**config.mk**
```make
export PLATFORM = sky130hd
export DESIGN_NAME = div_unit_flat
export DESIGN_NICKNAME = d
export VERILOG_FILES = /design/src/rtl/div_unit_pkg.sv /design/src/rtl/div_unit_if.sv /design/src/rtl/div_unit_step.sv /design/src/rtl/div_unit.sv /design/src/flat_wrapper.sv
export SDC_FILE = /design/constraint.sdc
export NUM_CORES = 1
export LEC_CHECK = 0
export ABC_AREA = 1
export BUFFER_PORTS_ARGS = -buffer_cell sky130_fd_sc_hd__buf_2
export CORE_UTILIZATION = 51
export CTS_CLUSTER_DIAMETER = 200
export DETAILED_ROUTE_END_ITERATION = 16
export PLACE_DENSITY = 0.7
export SLEW_MARGIN = 0
export SYNTH_ARGS = -nofsm -noshare
export SYNTH_HDL_FRONTEND = slang
export SYNTH_HIERARCHICAL = 1
export SYNTH_SLANG_ARGS = --single-unit
```
**constraint.sdc**
```tcl
create_clock -name clk -period 4.4 [get_ports clk]
set_clock_uncertainty 0.05 [all_clocks]
set_input_delay 1.32 -clock clk [delete_from_list [all_inputs] [get_ports clk]]
set_output_delay 1.32 -clock clk [all_outputs]
set_load 0.01 [all_outputs]
```
**src/rtl/div_unit_pkg.sv**
```systemverilog
// ---------------------------------------------------------------------------
// div_unit_pkg
// Purpose : shared definitions for the multi-cycle radix-2 restoring divider.
//           Holds the default operand width and the 2-bit FSM encodings so
//           the divider, its interface and any pipeline glue agree on them.
// Contents: DIV_WIDTH             default operand width
//           DIV_IDLE/BUSY/DONE    2-bit state encodings
//           divState_e            FSM state type built on those encodings
// ---------------------------------------------------------------------------
package div_unit_pkg;

    localparam int DIV_WIDTH = 32;

    localparam logic [1:0] DIV_IDLE = 2'd0;
    localparam logic [1:0] DIV_BUSY = 2'd1;
    localparam logic [1:0] DIV_DONE = 2'd2;

    typedef enum logic [1:0] {
        ST_IDLE = DIV_IDLE,
        ST_BUSY = DIV_BUSY,
        ST_DONE = DIV_DONE
    } divState_e;

endpackage

```
**src/rtl/div_unit_if.sv**
```systemverilog
// ---------------------------------------------------------------------------
// div_unit_if
// Purpose : bundle of the EX-stage request and response signals of the
//           divider.
// Signals : start       EX holds a DIV/DIVU (held high for the whole stall)
//           signed_div  1 = DIV, 0 = DIVU
//           annul       cancel any operation in flight
//           a, b        dividend and divisor
//           alu_ready   0 = divide in progress, stall the pipeline
//           busy        divider is iterating
//           result      {hi = remainder, lo = quotient}
// Modports: master = pipeline side (drives the request)
//           slave  = divider side (drives the response)
// ---------------------------------------------------------------------------
interface div_unit_if
    import div_unit_pkg::*;
#(
    parameter int WIDTH = DIV_WIDTH
) ();

    logic               start;
    logic               signed_div;
    logic               annul;
    logic [WIDTH-1:0]   a;
    logic [WIDTH-1:0]   b;
    logic               alu_ready;
    logic               busy;
    logic [2*WIDTH-1:0] result;

    modport master (
        output start, signed_div, annul, a, b,
        input  alu_ready, busy, result
    );

    modport slave (
        input  start, signed_div, annul, a, b,
        output alu_ready, busy, result
    );

endinterface

```
**src/rtl/div_unit_step.sv**
```systemverilog
// ---------------------------------------------------------------------------
// div_unit_step
// Purpose : one combinational restoring-division iteration. Shifts the
//           {remainder, quotient} pair left by one, trial-subtracts the
//           divisor and keeps the difference when it is non-negative.
// Ports   : rem_i      partial remainder (always < divisor_i)
//           quo_i      remaining dividend bits / quotient being built
//           divisor_i  divisor magnitude
//           rem_o      next partial remainder
//           quo_o      next quotient word, new bit shifted in at the LSB
// ---------------------------------------------------------------------------
module div_unit_step
    import div_unit_pkg::*;
#(
    parameter int WIDTH = DIV_WIDTH
) (
    input  logic [WIDTH-1:0] rem_i,
    input  logic [WIDTH-1:0] quo_i,
    input  logic [WIDTH-1:0] divisor_i,
    output logic [WIDTH-1:0] rem_o,
    output logic [WIDTH-1:0] quo_o
);

    logic [WIDTH:0] shifted;
    logic [WIDTH:0] trial;

    // The shifted remainder needs one extra bit, so the trial subtract is
    // done WIDTH+1 bits wide and its top bit is the borrow (negative result).
    always_comb begin
        shifted = {rem_i, quo_i[WIDTH-1]};
        trial   = shifted - {1'b0, divisor_i};
        if (!trial[WIDTH]) begin
            rem_o = trial[WIDTH-1:0];
            quo_o = {quo_i[WIDTH-2:0], 1'b1};
        end else begin
            rem_o = shifted[WIDTH-1:0];
            quo_o = {quo_i[WIDTH-2:0], 1'b0};
        end
    end

endmodule

```
**src/rtl/div_unit.sv**
```systemverilog
// ---------------------------------------------------------------------------
// div_unit
// Purpose : multi-cycle radix-2 restoring divider for DIV/DIVU in EX.
//           Works on magnitudes, then fixes the signs of quotient and
//           remainder. alu_ready low stalls the pipeline until the one-cycle
//           DONE state, where result = {hi = remainder, lo = quotient}.
// Ports   : clk   rising-edge clock
//           rst   synchronous active-high reset
//           bus   div_unit_if slave modport (start, signed_div, annul, a, b
//                 in; alu_ready, busy, result out)
// ---------------------------------------------------------------------------
module div_unit
    import div_unit_pkg::*;
#(
    parameter int WIDTH = DIV_WIDTH
) (
    input  logic        clk,
    input  logic        rst,
    div_unit_if.slave   bus
);

    localparam int              CNT_W      = $clog2(WIDTH);
    localparam logic [CNT_W-1:0] LAST_COUNT = CNT_W'(WIDTH - 1);

    divState_e          state_q, state_d;
    logic [CNT_W-1:0]   count_q, count_d;
    logic [WIDTH-1:0]   rem_q, rem_d;
    logic [WIDTH-1:0]   quo_q, quo_d;
    logic [WIDTH-1:0]   divisor_q, divisor_d;
    logic [WIDTH-1:0]   dividend_q, dividend_d;
    logic               negQuo_q, negQuo_d;
    logic               negRem_q, negRem_d;
    logic [2*WIDTH-1:0] result_q, result_d;

    logic [WIDTH-1:0]   stepRem, stepQuo;
    logic [WIDTH-1:0]   magA, magB;
    logic [2*WIDTH-1:0] finalResult;
    logic               aluReady;

    div_unit_step #(.WIDTH(WIDTH)) u_step (
        .rem_i     (rem_q),
        .quo_i     (quo_q),
        .divisor_i (divisor_q),
        .rem_o     (stepRem),
        .quo_o     (stepQuo)
    );

    // Operand conditioning: the iteration only ever sees magnitudes, so
    // negative signed operands are negated before they are latched.
    // The most negative value negates to itself, which is still the correct
    // unsigned magnitude.
    always_comb begin
        magA = (bus.signed_div && bus.a[WIDTH-1]) ? -bus.a : bus.a;
        magB = (bus.signed_div && bus.b[WIDTH-1]) ? -bus.b : bus.b;
    end

    // Result shaping for the final iteration: a zero divisor overrides the
    // arithmetic with {dividend, all ones}; otherwise the quotient takes the
    // XOR of the operand signs and the remainder takes the dividend sign.
    always_comb begin
        if (divisor_q == '0) begin
            finalResult = {dividend_q, {WIDTH{1'b1}}};
        end else begin
            finalResult = {(negRem_q ? -stepRem : stepRem),
                           (negQuo_q ? -stepQuo : stepQuo)};
        end
    end

    // Next-state and output logic. DONE always returns to IDLE so a start
    // still held for the finishing instruction cannot restart it; only a start
    // seen in IDLE launches a divide. annul overrides everything at the end.
    always_comb begin
        state_d    = state_q;
        count_d    = count_q;
        rem_d      = rem_q;
        quo_d      = quo_q;
        divisor_d  = divisor_q;
        dividend_d = dividend_q;
        negQuo_d   = negQuo_q;
        negRem_d   = negRem_q;
        result_d   = result_q;
        aluReady   = 1'b0;

        case (state_q)
            ST_IDLE: begin
                aluReady = ~bus.start;
                if (bus.start) begin
                    state_d    = ST_BUSY;
                    count_d    = '0;
                    rem_d      = '0;
                    quo_d      = magA;
                    divisor_d  = magB;
                    dividend_d = bus.a;
                    negQuo_d   = bus.signed_div & (bus.a[WIDTH-1] ^ bus.b[WIDTH-1]);
                    negRem_d   = bus.signed_div & bus.a[WIDTH-1];
                end
            end
            ST_BUSY: begin
                rem_d   = stepRem;
                quo_d   = stepQuo;
                count_d = count_q + 1'b1;
                if (count_q == LAST_COUNT) begin
                    state_d  = ST_DONE;
                    result_d = finalResult;
                end
            end
            ST_DONE: begin
                aluReady = 1'b1;
                state_d  = ST_IDLE;
            end
            default: begin
                state_d = ST_IDLE;
            end
        endcase

        if (bus.annul) begin
            state_d  = ST_IDLE;
            result_d = result_q;
            aluReady = 1'b1;
        end
    end

    // State register. Every register is cleared on reset so no X reaches the
    // outputs; an operation in flight is simply discarded.
    always_ff @(posedge clk) begin
        if (rst) begin
            state_q    <= ST_IDLE;
            count_q    <= '0;
            rem_q      <= '0;
            quo_q      <= '0;
            divisor_q  <= '0;
            dividend_q <= '0;
            negQuo_q   <= 1'b0;
            negRem_q   <= 1'b0;
            result_q   <= '0;
        end else begin
            state_q    <= state_d;
            count_q    <= count_d;
            rem_q      <= rem_d;
            quo_q      <= quo_d;
            divisor_q  <= divisor_d;
            dividend_q <= dividend_d;
            negQuo_q   <= negQuo_d;
            negRem_q   <= negRem_d;
            result_q   <= result_d;
        end
    end

    assign bus.alu_ready = aluReady;
    assign bus.busy      = (state_q == ST_BUSY);
    assign bus.result    = result_q;

endmodule
```
**src/flat_wrapper.sv**
```systemverilog
// flat-port wrapper written by rule: the top's interface ports become plain ports
module div_unit_flat import div_unit_pkg::*;
#(
    parameter int WIDTH = DIV_WIDTH
)
  (clk, rst, bus_start, bus_signed_div, bus_annul, bus_a, bus_b, bus_alu_ready, bus_busy, bus_result);
  div_unit_if #(.WIDTH(WIDTH)) bus_i ();
  input  logic clk;
  input  logic rst;
  input wire logic [$bits(bus_i.start)-1:0] bus_start;
  input wire logic [$bits(bus_i.signed_div)-1:0] bus_signed_div;
  input wire logic [$bits(bus_i.annul)-1:0] bus_annul;
  input wire logic [$bits(bus_i.a)-1:0] bus_a;
  input wire logic [$bits(bus_i.b)-1:0] bus_b;
  output wire logic [$bits(bus_i.alu_ready)-1:0] bus_alu_ready;
  output wire logic [$bits(bus_i.busy)-1:0] bus_busy;
  output wire logic [$bits(bus_i.result)-1:0] bus_result;
  assign bus_i.start = bus_start;
  assign bus_i.signed_div = bus_signed_div;
  assign bus_i.annul = bus_annul;
  assign bus_i.a = bus_a;
  assign bus_i.b = bus_b;
  assign bus_alu_ready = bus_i.alu_ready;
  assign bus_busy = bus_i.busy;
  assign bus_result = bus_i.result;
  div_unit #(.WIDTH(WIDTH)) u_core (.clk(clk), .rst(rst), .bus(bus_i));
endmodule
```
* After elaboration in Yosys (flattened, before gate mapping) *
Cells that the tools add are included.

word-level totals
  register bits = 201
  bits of input ports = 69
  logic and storage cells = 53

operators by class
  equality and inequality tests = 5
  multiplexer cells = 18
  bitwise operators = 5
  add/subtract/negate cells = 6
  reduce and logical (&&, ||, !) cells = 10

operator list
  kind                   count
  $mux W32               7
  $neg A32 Y32           4
  $pmux W32 S2           2
  $mux W64               1
  $sub A33 B32 Y33       1
  $logic_not A32 Y1      1
  $pmux W5 S2            1
  $reduce_and A2 Y1      3
  $add A5 B1 Y5 const B  1
  $eq A5 B5 Y1 const B   1
  $mux W5                1
  $mux W2                2
  $pmux W2 S2            1
  $reduce_and A3 Y1      1
  $and A1 B1 Y1          2
  $eq A2 B1 Y1 const B   1
  $eq A2 B2 Y1 const B   1
  $logic_and A1 B1 Y1    2
  $logic_not A2 Y1       1
  $mux W1                2
  $ne A2 B1 Y1 const B   1
  $ne A2 B2 Y1 const B   1
  $not A1 Y1             2
  $pmux W1 S2            1
  3 further kinds        3

* Depth between registers and ports, before layout *
  depth in word-level cells = 5
  gate-level depth with buffers = 28

* Hierarchy *
Netlist, hierarchy kept.

modules (own cells, without submodules)
  module         cells an instance  instances  sequential area each (um^2)  area each (um^2)
  div_unit       1772               1          4023.9                       11257.0
  div_unit_step  711                1          0.0                          3383.2

* Least setup slack after synthesis *
No wires, ideal clock.

  path kind = register to register
  from = register u_core.quo_q[31]
  to = register u_core.result_q[52], in the netlist u_core/bus.result[52]
  data arrival time = 3069 ps
  stages on the path, launching flop included = 28
  required time = 4218 ps
  library setup time = 132 ps
  slack = 1149 ps
  path through = dfxtp_1 -> inv_1 -> ha_1 -> fa_1 -> inv_1 -> nand2_1 -> nand2_1 -> nand3_1 -> nand2_2 -> nand2_1 -> nand2_2 -> nand2_2 -> nand2_2 -> nand2_2 -> nand2_4 -> buf_4 -> nand2_1 -> nand2_1 -> inv_1 -> ha_1 -> nand3_1 -> nand2_1 -> nand3_2 -> clkinv_1 -> nand2_1 -> nor2_1 -> o21ai_0 -> a21oi_1

between the ends
  cells in the longest elaborated chain, start to end = 5

RTL lines
  element                      line                 RTL
  start: declaration           div_unit.sv:28       logic [WIDTH-1:0] quo_q, quo_d;
  start signal: assignment     div_unit.sv:140      quo_q <= quo_d;
  $sub A33 B32 Y33             div_unit_step.sv:31  trial = shifted - {1'b0, divisor_i};
  $mux W32 (*)                 div_unit_step.sv:32  if (!trial[WIDTH]) begin
  named net u_core.stepRem[0]  div_unit.sv:35       logic [WIDTH-1:0] stepRem, stepQuo;
  $neg A32 Y32 (*)             div_unit.sv:64       finalResult = {(negRem_q ? -stepRem : stepRem),
  $mux W32 (*)                 div_unit.sv:64
  $mux W64 (*)                 div_unit.sv:61       if (divisor_q == '0) begin
  end signal: assignment       div_unit.sv:145      result_q <= result_d;
  end: declaration             div_unit.sv:33       logic [2*WIDTH-1:0] result_q, result_d;

Mark *: on every way through the listed nets, which the timed path passes. The rest lies on a longest branch.
A chain may end at the register's enable or synchronous reset.

* Final worst setup path *
Ends and elaborated chain as after synthesis.

==> out/metrics.csv <==
stage,metric,value,unit
synth,simple-gate share of the synthesized area,0.365,
die,Die Y,171,um
layout,post-route cell area,16100,um^2
layout,fillers,2871,
synth,multiplexer share of the synthesized area,0,
synth,Ys Warns,6,
placed_design,port bufs,134,
synth,average size of a mapped cell,5.90,um^2
timing,final hold vios,0,
placed_design,RePlAce Congestion,1.01,
synth,Syn Inst Count,2483,
die,Initial Util,0.523,
synth,Yosys top cell area share,0.275,
synth,number of synthesized flops with an enable pin,0,
layout,"non-filler cells, final",2929,
timing,max-slew violation count,0,
timing,Peak Freq,0.252,GHz
synth,Adder-Cell Fraction of Synth Area,0.0338,
power,Pleak,8.42,nW
die,Die Width,171,um
placed_design,DP HPWL,37100,um
die,die area,29400,um^2
global_routing,first-pass GRT wire length,75500,um
layout,ANT cells,0,
synth,ranking of synthesized cells by area,"dfxtp_1, nand2_1, inv_1, a21oi_1, nor2_1",
min_path,WHS Endpoint,u_core/dividend_q[6],
routing,vias,16000,
power,Cell Pwr Density,310,nW/um^2
synth,leading area contributor after synthesis,dfxtp_1,
setup_path,critical path class,flip-flop to flip-flop,
clock_tree,"Setup Fix Bufs, Post-CTS",0,
clock_tree,CTS Sinks,201,
clock_tree,"Clk pin slew, worst setup/hold paths",0.06,ns
power,Final Power,4.99,mW
die,Core Region,28000,um^2
timing,RSZ-0062 raised after global routing,false,
synth,Post-synth top cells,"nand2_1, inv_1, nor2_1",
synth,"FFs w/ async S/R, synth",0,
setup_path,R2R Setup Slk,0.43,ns
clock_tree,Root Buffer,clkbuf_16,
layout,fin nets,2641,
timing,TNS Setup,0,ns
synth,"flops & latches, synth",201,
setup_path,Worst EP required,4.72,ns
synth,Synth cell types,46,
min_path,hold depth,2,
global_routing,initial antenna violation count,2,
timing,final setup vio count,0,
synth,Mapped Area,14600,um^2
global_routing,GRT overflow,0,
synth,Synth Net Count,2591,
setup_path,Startpoint Class,flip-flop,
synth,post-synthesis sequential area ratio,0.275,
power,Seq pwr share,0.395,
min_path,Hold Crit Class,flip-flop to flip-flop,
layout,layout cells sized above 1,0.0929,
power,sw frac,0.308,
clock_tree,Worst-Skew Late Latency,0.54,ns
power,VDD IR max,0.289,mV
placed_design,area of placed instances,15200,um^2
job,Max Cap Viol,0,
synth,top-count cell post-synth,nand2_1,
clock_tree,H-tree depth,1,
routing,Post-Route WL,48700,um
setup_path,Worst EP arrival,4.29,ns
outcome,status,"complete, no violations",
synth,largest family of logic cells by synthesized area,simple AND/OR/NAND/NOR gates,
die,# rows,61,
power,clock power share,0.423,
min_path,Hold Path Origin,u_core/dividend_q[6],
setup_path,CP endpoint kind,flip-flop,
synth,Synth Area in Compound Gates,0.156,
timing,Slew @ Worst Pin,1.13,ns
setup_path,R2R Path End,u_core/bus.result[52],
clock_tree,cts repair resizes,0,
routing,drt pass-1 iters,6,
global_routing,largest net degree at the start of global routing,95,
clock_tree,CTS hold repair buffers,0,
global_routing,number of global-route vias before repair,14100,
clock_tree,TritonCTS clock tree,built,
power,internal cell power,3.45,mW
power,combinational power share,0.183,
clock_tree,CTS max path bufs,3,
routing,via/cell ratio,5.47,
timing,Final min period,3.97,ns
routing,"antenna viol nets, final",0,
setup_path,worst-case reg-to-reg path depth,26,
global_routing,GRT Util Overall,0.327,
die,Top Ports,135,
synth,post-synthesis xor/xnor area fraction,0.0305,
setup_path,worst-path maximum fanout,34,
synth,Synth Flop Type,dfxtp_1,
timing,hold slack,0.405,ns
placed_design,dpl cells,2885,
power,Sw Pwr,1.54,mW
timing,slew margin rel.,0.245,
timing,Tcrit/Tclk final,0.901,
routing,drt drc,0,
clock_tree,TritonCTS buffer count,24,
routing,Initial DRC Count,1513,
setup_path,Reg-to-Reg Start,u_core/quo_q[31],
layout,Area growth syn-to-layout,9.94,%
routing,Wirelength per Cell,16.6,um
-- registers in the layout, indices dropped and copies added, names as in the netlist --
signal	flops
u_core/negQuo_q	1
u_core/dividend_q	32
u_core/bus.result	64
u_core/divisor_q	32
u_core/negRem_q	1
u_core/rem_q	32
u_core/state_q	2
u_core/quo_q	32
u_core/count_q	5
-- layout by cell type, fill, tap and decap left out, drive strengths merged, types with 40 or more instances in the layout --
master and n:
o21ai 134, xor2 43, nand3 172, nand2 784
nand4 40, inv 366, dfxtp 201, buf 148
nor2 251, a21oi 190
-- power by group through the flow --
stage | combinational (mW) | clock, mW | sequential [mW]
4_1_cts | 0.894 | 2.14 | 1.97
6_report | 0.911 | 2.11 | 1.97
3_5_place_dp | 0.889 | 0 | 2.01
3_3_place_gp | 0.880 | 0 | 2.00
2_1_floorplan | 0.681 | 0 | 1.96
5_1_grt | 1.01 | 2.21 | 1.98
-- layout make-up --
| type | instances | area, um^2 | area share |
|---|---|---|---|
| multi-input cells | 1791 | 8580 | 0.533 |
| flip-flops and latches | 201 | 4020 | 0.250 |
| clock buffers | 31 | 687 | 0.0427 |
| clock inverters | 13 | 160 | 0.00995 |
| repair buffers | 148 | 791 | 0.0491 |
| well taps | 378 | 473 | 0.0294 |
| inverters | 367 | 1380 | 0.0856 |
-- worst max-delay path, stage by stage, from the launching register on --
cell and delay (ns):
dfxtp_1 0.37, inv_1 0.06, ha_1 0.22, fa_1 0.41, inv_1 0.10, nand2_1 0.06
nand2_1 0.07, nand3_1 0.08, nand2_2 0.11, nand2_1 0.07, nand2_2 0.08, nand2_2 0.07
nand2_2 0.08, nand2_2 0.07, nand2_4 0.28, nand2_1 0.09, nand2_1 0.14, inv_1 0.09
ha_1 0.21, nand3_1 0.08, nand2_1 0.12, nand3_2 0.20, clkinv_1 0.24, nand2_1 0.15
nor2_1 0.05, o21ai_0 0.17, a21oi_1 0.09
-- through the flow --
stage | util | setup slack [ns]
finish | 0.575 | 0.434
global placement | 0.544 | 0.651
floorplan | - | 1.15
detailed placement | 0.544 | 0.548
CTS | 0.575 | 0.506
global route | 0.575 | 0.0729
-- routing by layer --
| metal | routed length [um] | vias up | GRT usage |
|---|---|---|---|
| met5 | 27 | - | 0 |
| met4 | 1440 | 4 | 0.0986 |
| met3 | 3450 | 92 | 0.0368 |
| met2 | 21100 | 637 | 0.506 |
| met1 | 22700 | 7338 | 0.472 |
| li1 | - | 7965 | - |
-- cells by family after synthesis --
group	after synthesis
xor gates and xnor gates	51
DFF	201
and+or+nand+nor	1290
adders and majority gates	39
buffers and inverters	491
AOI/OAI and AO/OA	411
-- worst max path at each step --
| stage | from | end | slack [ns] | depth (start not counted) |
|---|---|---|---|---|
| 2_1_floorplan | u_core/quo_q[31] | u_core/bus.result[52] | 1.15 | 27 |
| 3_3_place_gp | u_core/quo_q[31] | u_core/bus.result[52] | 0.65 | 26 |
| 3_5_place_dp | u_core/quo_q[31] | u_core/bus.result[52] | 0.55 | 26 |
| 4_1_cts | u_core/quo_q[31] | u_core/bus.result[52] | 0.51 | 26 |
| 5_1_grt | u_core/quo_q[31] | u_core/bus.result[52] | 0.07 | 26 |
| 6_report | u_core/quo_q[31] | u_core/bus.result[52] | 0.43 | 26 |
Power figures use the tool's default switching activity.
